File: config.mk
export PLATFORM = sky130hd
export DESIGN_NAME = udma_uart_tx_arb
export DESIGN_NICKNAME = d
export VERILOG_FILES = /design/src/rtl/uart_pkg.sv /design/src/rtl/udma_uart_rr_sel.sv /design/src/rtl/udma_uart_tx_arb.sv
export SDC_FILE = /design/constraint.sdc
export NUM_CORES = 1
export LEC_CHECK = 0
export CORE_MARGIN = 2
export CORE_UTILIZATION = 40
export CTS_BUF_LIST = sky130_fd_sc_hd__clkbuf_16
export CTS_CLUSTER_DIAMETER = 30
export CTS_CLUSTER_SIZE = 25
export DETAILED_ROUTE_END_ITERATION = 10
export PLACE_DENSITY = 0.89
export SYNTH_ARGS = -nofsm -noshare
export SYNTH_HDL_FRONTEND = slang
export SYNTH_SLANG_ARGS = --single-unit
File: constraint.sdc
create_clock -name sys_clk_i -period 2.7 [get_ports sys_clk_i]
set_input_delay 0.405 -clock sys_clk_i [delete_from_list [all_inputs] [get_ports sys_clk_i]]
set_output_delay 0.405 -clock sys_clk_i [all_outputs]
set_load 0.02 [all_outputs]
File: src/rtl/uart_pkg.sv
// Shared UART subsystem definitions: pad bundle typedefs and TX arbiter defaults.
package uart_pkg;

  localparam int UART_NB_SRC    = 4;
  localparam int UART_MAX_BURST = 16;

  typedef enum logic [1:0] {
    PAD_MODE_OFF = 2'b00,
    PAD_MODE_IN  = 2'b01,
    PAD_MODE_OUT = 2'b10,
    PAD_MODE_IO  = 2'b11
  } pad_mode_e;

  typedef struct packed {
    logic tx;
    logic tx_oe;
    logic rx;
  } uart_pad_t;

  typedef enum logic {
    ARB_IDLE = 1'b0,
    ARB_XFER = 1'b1
  } arb_state_e;

endpackage

File: src/rtl/udma_uart_rr_sel.sv
// Combinational round-robin picker: first requester strictly after 'last', wrapping
// from NB_SRC-1 back to 0, so 'last' itself has the lowest priority.
module udma_uart_rr_sel #(
  parameter int NB_SRC = 4
) (
  input  logic [NB_SRC-1:0]         req,
  input  logic [$clog2(NB_SRC)-1:0] last,
  output logic [NB_SRC-1:0]         onehot,
  output logic [$clog2(NB_SRC)-1:0] idx
);

  localparam int IW = $clog2(NB_SRC);

  logic found;
  int   pos;

  always_comb begin
    onehot = '0;
    idx    = '0;
    found  = 1'b0;
    pos    = 0;
    for (int k = 1; k <= NB_SRC; k++) begin
      pos = int'(last) + k;
      if (pos >= NB_SRC) pos = pos - NB_SRC;
      if (!found && req[pos]) begin
        found       = 1'b1;
        onehot[pos] = 1'b1;
        idx         = IW'(pos);
      end
    end
  end

endmodule

File: src/rtl/udma_uart_tx_arb.sv
// Packet-level round-robin arbiter merging NB_SRC byte streams onto one UART TX path.
// Handshake: a byte moves only in a cycle where valid and ready are both high; valid never waits on ready.
module udma_uart_tx_arb
  import uart_pkg::*;
#(
  parameter int NB_SRC    = UART_NB_SRC,
  parameter int MAX_BURST = UART_MAX_BURST
) (
  input  logic                      sys_clk_i,
  input  logic                      rstn_i,
  input  logic                      arb_en_i,
  input  logic [NB_SRC-1:0]         src_mask_i,
  input  logic [NB_SRC*8-1:0]       src_data_i,
  input  logic [NB_SRC-1:0]         src_valid_i,
  input  logic [NB_SRC-1:0]         src_last_i,
  output logic [NB_SRC-1:0]         src_ready_o,
  output logic [7:0]                tx_data_o,
  output logic                      tx_valid_o,
  input  logic                      tx_ready_i,
  output logic [$clog2(NB_SRC)-1:0] grant_id_o,
  output logic                      busy_o,
  output logic                      rel_evt_o
);

  localparam int IW = $clog2(NB_SRC);
  localparam int CW = $clog2(MAX_BURST + 1);

  arb_state_e        state_q, state_d;
  logic [IW-1:0]     grant_q, grant_d;
  logic [CW-1:0]     cnt_q, cnt_d;
  logic              rel_q, rel_d;
  logic [NB_SRC-1:0] req;
  logic [NB_SRC-1:0] sel_onehot;
  logic [IW-1:0]     sel_idx;
  logic [7:0]        g_data;
  logic              g_valid;
  logic              g_last;
  logic              beat;

  assign req = src_valid_i & src_mask_i;

  udma_uart_rr_sel #(
    .NB_SRC (NB_SRC)
  ) u_rr_sel (
    .req    (req),
    .last   (grant_q),
    .onehot (sel_onehot),
    .idx    (sel_idx)
  );

  always_comb begin
    g_data  = '0;
    g_valid = 1'b0;
    g_last  = 1'b0;
    for (int i = 0; i < NB_SRC; i++) begin
      if (grant_q == IW'(i)) begin
        g_data  = src_data_i[i*8 +: 8];
        g_valid = src_valid_i[i];
        g_last  = src_last_i[i];
      end
    end
  end

  assign beat = (state_q == ARB_XFER) && g_valid && tx_ready_i;

  // The granted source dropping valid only stalls the packet; release needs last or a full burst.
  always_comb begin
    state_d = state_q;
    grant_d = grant_q;
    cnt_d   = cnt_q;
    rel_d   = 1'b0;
    case (state_q)
      ARB_IDLE: begin
        if (arb_en_i && (|sel_onehot)) begin
          state_d = ARB_XFER;
          grant_d = sel_idx;
          cnt_d   = '0;
        end
      end
      ARB_XFER: begin
        if (beat) begin
          cnt_d = cnt_q + CW'(1);
          if (g_last || (cnt_q == CW'(MAX_BURST - 1))) begin
            state_d = ARB_IDLE;
            rel_d   = 1'b1;
          end
        end
      end
      default: state_d = ARB_IDLE;
    endcase
  end

  always_ff @(posedge sys_clk_i or negedge rstn_i) begin
    if (!rstn_i) begin
      state_q <= ARB_IDLE;
      grant_q <= IW'(NB_SRC - 1);
      cnt_q   <= '0;
      rel_q   <= 1'b0;
    end else begin
      state_q <= state_d;
      grant_q <= grant_d;
      cnt_q   <= cnt_d;
      rel_q   <= rel_d;
    end
  end

  always_comb begin
    tx_data_o   = '0;
    tx_valid_o  = 1'b0;
    src_ready_o = '0;
    if (state_q == ARB_XFER) begin
      tx_data_o  = g_data;
      tx_valid_o = g_valid;
      for (int i = 0; i < NB_SRC; i++) begin
        src_ready_o[i] = (grant_q == IW'(i)) && tx_ready_i;
      end
    end
  end

  assign busy_o     = (state_q == ARB_XFER);
  assign grant_id_o = grant_q;
  assign rel_evt_o  = rel_q;

endmodule

After elaboration in Yosys (flattened, before gate mapping) --
Index checks and enable logic that the tools add are counted. Widths: inputs -> output; s select.
Word-level totals: input bits 48, bits in registers 9, word-level logic and storage cells 118, output and inout port bits 17
Cells by class: bitwise operators 5, reduce and logical (&&, ||, !) cells 22, muxes and demuxes 60, $add $sub $neg 9, magnitude comparators 12, equality and inequality tests 6
Operators by type and width (number):
- $ge 32x1->1 const B | 4
- $ge 32x4->1 const B | 4
- $lt 32x4->1 const B | 4
- $mux 32 | 4
- $sub 32x4->32 const B | 4
- $mux 8 | 5
- $mux 1 | 30
- $mux 4 | 5
- $logic_and 1x1->1 | 14
- $or 4x4->4 | 3
- $mux 5 | 2
- $pmux 5 s2 | 1
- $bmux 1 s2 | 4
- $demux 1 s2 | 4
- $mux 2 | 4
- $add 2x2->3 const B | 2
- $add 5x1->5 const B | 1
- $eq 5x4->1 const B | 1
- $add 2x3->4 const B | 1
- $and 4x4->4 | 1
- $eq 2x2->1 const B | 2
- $reduce_and 2->1 | 2
- $reduce_or 4->1 | 1
- $add 2x1->3 const B | 1
- 8 further kinds | 10

Longest topological paths before layout --
depth after elaboration 20, gate-level depth with buffers 9, depth with buffers taken out 8

Cells and area by module --
A second synthesis with hierarchy kept.
Second synthesis, totals: cells, all modules 115, area total of the unflattened synthesis 1263.7 sq um
By module, submodules not included:
- udma_uart_tx_arb | times used 1, cells an instance 72, area each 820.8 sq um, sequential area each 227.7 sq um
- udma_uart_rr_sel | times used 1, cells an instance 43, area each 442.9 sq um, sequential area each 0.0 sq um

Least setup slack after synthesis --
Ideal clock, no wire load.
path kind register -> output, from register grant_q[1], in the netlist grant_id_o[1], to output port tx_valid_o, path slack 300 ps, data arrival time 1995 ps, stages on the path, launching flop included 6, data required time 2295 ps, path buffers 1, cells stage by stage dfstp_2 -> inv_1 -> ha_1 -> clkbuf_1 -> nand3b_1 -> a311oi_1
Between the ends: word-level cells in the longest chain between the ends 6, elaborated cells on any way between the ends 9
Ends and longest elaborated chain:
- from (decl) | RTL line udma_uart_tx_arb.sv:29 | logic [IW-1:0] grant_q, grant_d;
- from (signal assigned) | RTL line udma_uart_tx_arb.sv:96 | grant_q <= IW'(NB_SRC - 1);
- from (signal assigned) | RTL line udma_uart_tx_arb.sv:101 | grant_q <= grant_d;
- $logic_not 2->1 | RTL line udma_uart_tx_arb.sv:56 | if (grant_q == IW'(i)) begin
- $mux 1 (3 in series) | RTL line udma_uart_tx_arb.sv:56
- $mux 1 * | RTL line udma_uart_tx_arb.sv:56
- $mux 1 * | RTL line udma_uart_tx_arb.sv:111 | if (state_q == ARB_XFER) begin
- to (decl) | RTL line udma_uart_tx_arb.sv:18 | output logic tx_valid_o,
Mark *: on every way between the ends. The rest lies on a longest branch, timed or not.

Worst setup path after layout --
from register grant_q[1], in the netlist grant_id_o[1], to register cnt_q[4]
Between the ends: word-level cells in the longest chain between the ends 20, elaborated cells on any way between the ends 79
Ends and longest elaborated chain:
- parallel branches: the longest is 19 deep, another holds $sub 32x4->32
- $reduce_and 2->1 (no source line) *
- to (signal assigned) | RTL line udma_uart_tx_arb.sv:102 | cnt_q <= cnt_d;
- to (decl) | RTL line udma_uart_tx_arb.sv:30 | logic [CW-1:0] cnt_q, cnt_d;
Every way passes the cells marked *. The select of a mux whose other input is x is not followed. A chain may end at the register's enable or synchronous reset.

==> results.yml <==
setup_path:
  crit_required_ns: 2.83
  worst_setup_path_end_kind: "flop"
  crit_arrival_ns: 2.66
  ff2ff_path_depth: 9
  r2r_end: "cnt_q[4]"
  r2r_start: "grant_id_o[1]"
  path_class: "reg -> reg"
  reg2reg_slack_ns: 0.17
  path_max_fanout: 18
  startpoint: "grant_id_o[1]"
  worstSetupEndpoint: "cnt_q[4]"
  cp-start-kind: "flop"
clock_network:
  cts_root_buffer: "clkbuf_16"
  clk_latency_ns: 0.23
  path_clk_slew_ns: 0.04
  cts.sinks: 9
  cts-htree-levels: 1
  cts_tree: "yes"
  cts_buffer_depth: 2
  cts-buffers-inserted: 3
  cts_hold_buf: 0
placed_design:
  dp_slack_ns: 0.07303
  dp_cells: 275
  gp_congestion: 0.9344
  dp_hpwl_um: 3292
  dpl_cell_area_mm2: 0.002004
  io_buffers: 64
drt:
  wirelength_um: 4181
  ant_nets: 0
  num_vias: 1602
  routed_wire_length_per_instance_um: 14.99
  vias_per_cell: 5.742
  dr.first_iter.drc_count: 116
  firstDrtPassIters: 4
  remaining_drc_errors: 0
yosys:
  synth_top_area_frac: 0.1388
  synthArstFlopShare: 1.000
  syn_nets: 225
  ys_seq_area_frac: 0.1804
  synth-edff-count: 0
  synth_most_common_cell: "nor2_1"
  netlist_top_cells_area: "dfrtp_1 14%, ha_1 9.9%, a21oi_1 7.5%"
  syn_avg_cell_area_um2: 7.560
  yosys_warnings: 0
  yosysUniqueCellTypes: 51
  synth_top_cell_by_area: "dfrtp_1"
  syn_inst: 167
  dominantRegCellSynth: "dfrtp_1"
  syn_area_mm2: 0.001262
  ys_seq_elements: 9
  synth_commonest_cells: "20 x nor2_1, 19 x a21oi_1, 16 x nand2_1, 10 x ha_1"
global_routing:
  met1_usage: 0.2609
  grt_usage: 0.2269
  grt.met2_usage: 0.4301
  antenna_found_initial: 0
  met3_usage: 0.03247
  grt_pass1_wl_um: 6313
  first_global_vias: 1447
  grt.busiest_layer: "met2"
  grt_overflow_total: 0
  grt_start_max_net_pins: 19
sta:
  fmax_mhz: 394.7
  worstMarginPinSlew_ns: 0.6677
  clock-skew-final_ns: 0.002100
  whs_ns: 0.4696
  final-hold-violation-count: 0
  slew_headroom: 0.5507
  rsz0062_at_grt: "false"
  post-route-period-util: 0.9384
  setup_ws_ns: 0.1665
  fin_crit_ns: 2.534
  tns_ns: 0
  setup_violations: 0
  slew_violations: 0
floorplan:
  initial_core_util: 0.4169
  ios: 65
  die_h_um: 60.18
  chipWidth_um: 60.18
  placementRows: 20
  die_area_mm2: 0.003622
  coreArea_mm2: 0.003028
finish:
  drive_gt1_frac: 0.1319
  final_area_mm2: 0.002095
  fin_cells: 279
  syn2layout_area_growth_pct: 65.91
  diodes: 0
  num-nets-final: 294
min_path:
  holdCritPathClass: "in -> async"
run:
  max-cap-violations: 0
run_status:
  status: "completed"
power:
  powerDensity_mw_per_mm2: 1028
  worst_ir_drop_vdd_mv: 0.5884
  leakage_nw: 0.8983
[power by group]
part,internal [W],switching (W),leakage [nW]
Clock,0.000193,0.0000579,0.0423
Sequential,0.000205,0.0000703,0.108
Combinational,0.000730,0.000897,0.748
Total,0.00113,0.00103,0.898
[worst min path at each step]
stage	start	end	depth (start not counted)
finish	rstn_i	cnt_q[4]	1
global route	rstn_i	cnt_q[4]	1
CTS	rstn_i	cnt_q[4]	1
detailed placement	cnt_q[3]	cnt_q[3]	2
global placement	cnt_q[3]	cnt_q[3]	2
floorplan	rstn_i	busy_o	0
[flip-flops by register name, summed over array words and instances, names as in the netlist]
signal and cells:
rel_evt_o 1, grant_id_o 2, busy_o 1, cnt_q 5
[layout make-up]
type	count	area, µm²
sequential	9	227.7
clock buffer	3	75.07
clock inverter	1	3.754
inverter	7	26.28
multi-input combinational	141	974.7
tap	44	55.05
timing repair buffer	74	732.0
fill	242	933.4
[layout by cell type, fill, tap and decap left out, types with 2 or more instances in the layout]
master           instances
ha_1                     7
xor2_1                   2
nor2b_1                  3
o221ai_1                 7
o22ai_1                  4
dlygate4sd2_1            5
inv_1                    6
a22oi_1                  2
a211oi_1                 2
clkbuf_16                3
dlymetal6s2s_1           4
nand2b_1                 2
inv_2                    2
ha_2                     3
a31oi_1                  3
clkdlybuf4s50_1         55
nand2_2                  2
a21oi_1                 19
nor2_1                  20
dfstp_2                  2
buf_4                    9
nand4_1                  4
a221oi_1                 2
and3_1                   3
and2_1                   4
dfrtp_1                  7
nand3_1                  7
mux4_2                   2
nand2_1                 16
o21ai_0                  3
[cell families after synthesis]
family,count (synthesis),share of synthesized area
simple gates,67,0.2557
compound gates,57,0.3290
buf+inv,17,0.05351
fa+ha+maj,10,0.09911
flops,9,0.1804
mux,4,0.06144
xor+xnor,3,0.02082
[metal layers]
metal	wire length, µm	share of wire
met3	393	0.094
met1	1680	0.40
met2	2044	0.49
met4	62	0.015
met5	0	0
[per-stage QoR]
stage                     power [W]  utilization
after floorplan            0.001301            -
after CTS                  0.002147       0.6868
after global placement     0.001881       0.6620
final                      0.002153       0.6917
after detailed placement   0.001920       0.6620
after global routing       0.002310       0.6917
[timing repair]
item                                    4_1_cts  5_1_grt
setup buffers                                 0        0
endpoints found under the hold margin         0        0
endpoints found under the setup margin        5        4
gates resized for setup                       6        6
gates cloned                                  0        0
[worst max-delay path, cell delays in order (launching register included)]
cell	delay (ns)
dfstp_2	0.53
inv_1	0.11
ha_1	0.26
buf_12	0.17
or3_1	0.42
nor2_1	0.19
mux2i_4	0.12
a32oi_2	0.24
a211oi_2	0.15
a211oi_1	0.25
(Power assumes the default switching activity.)
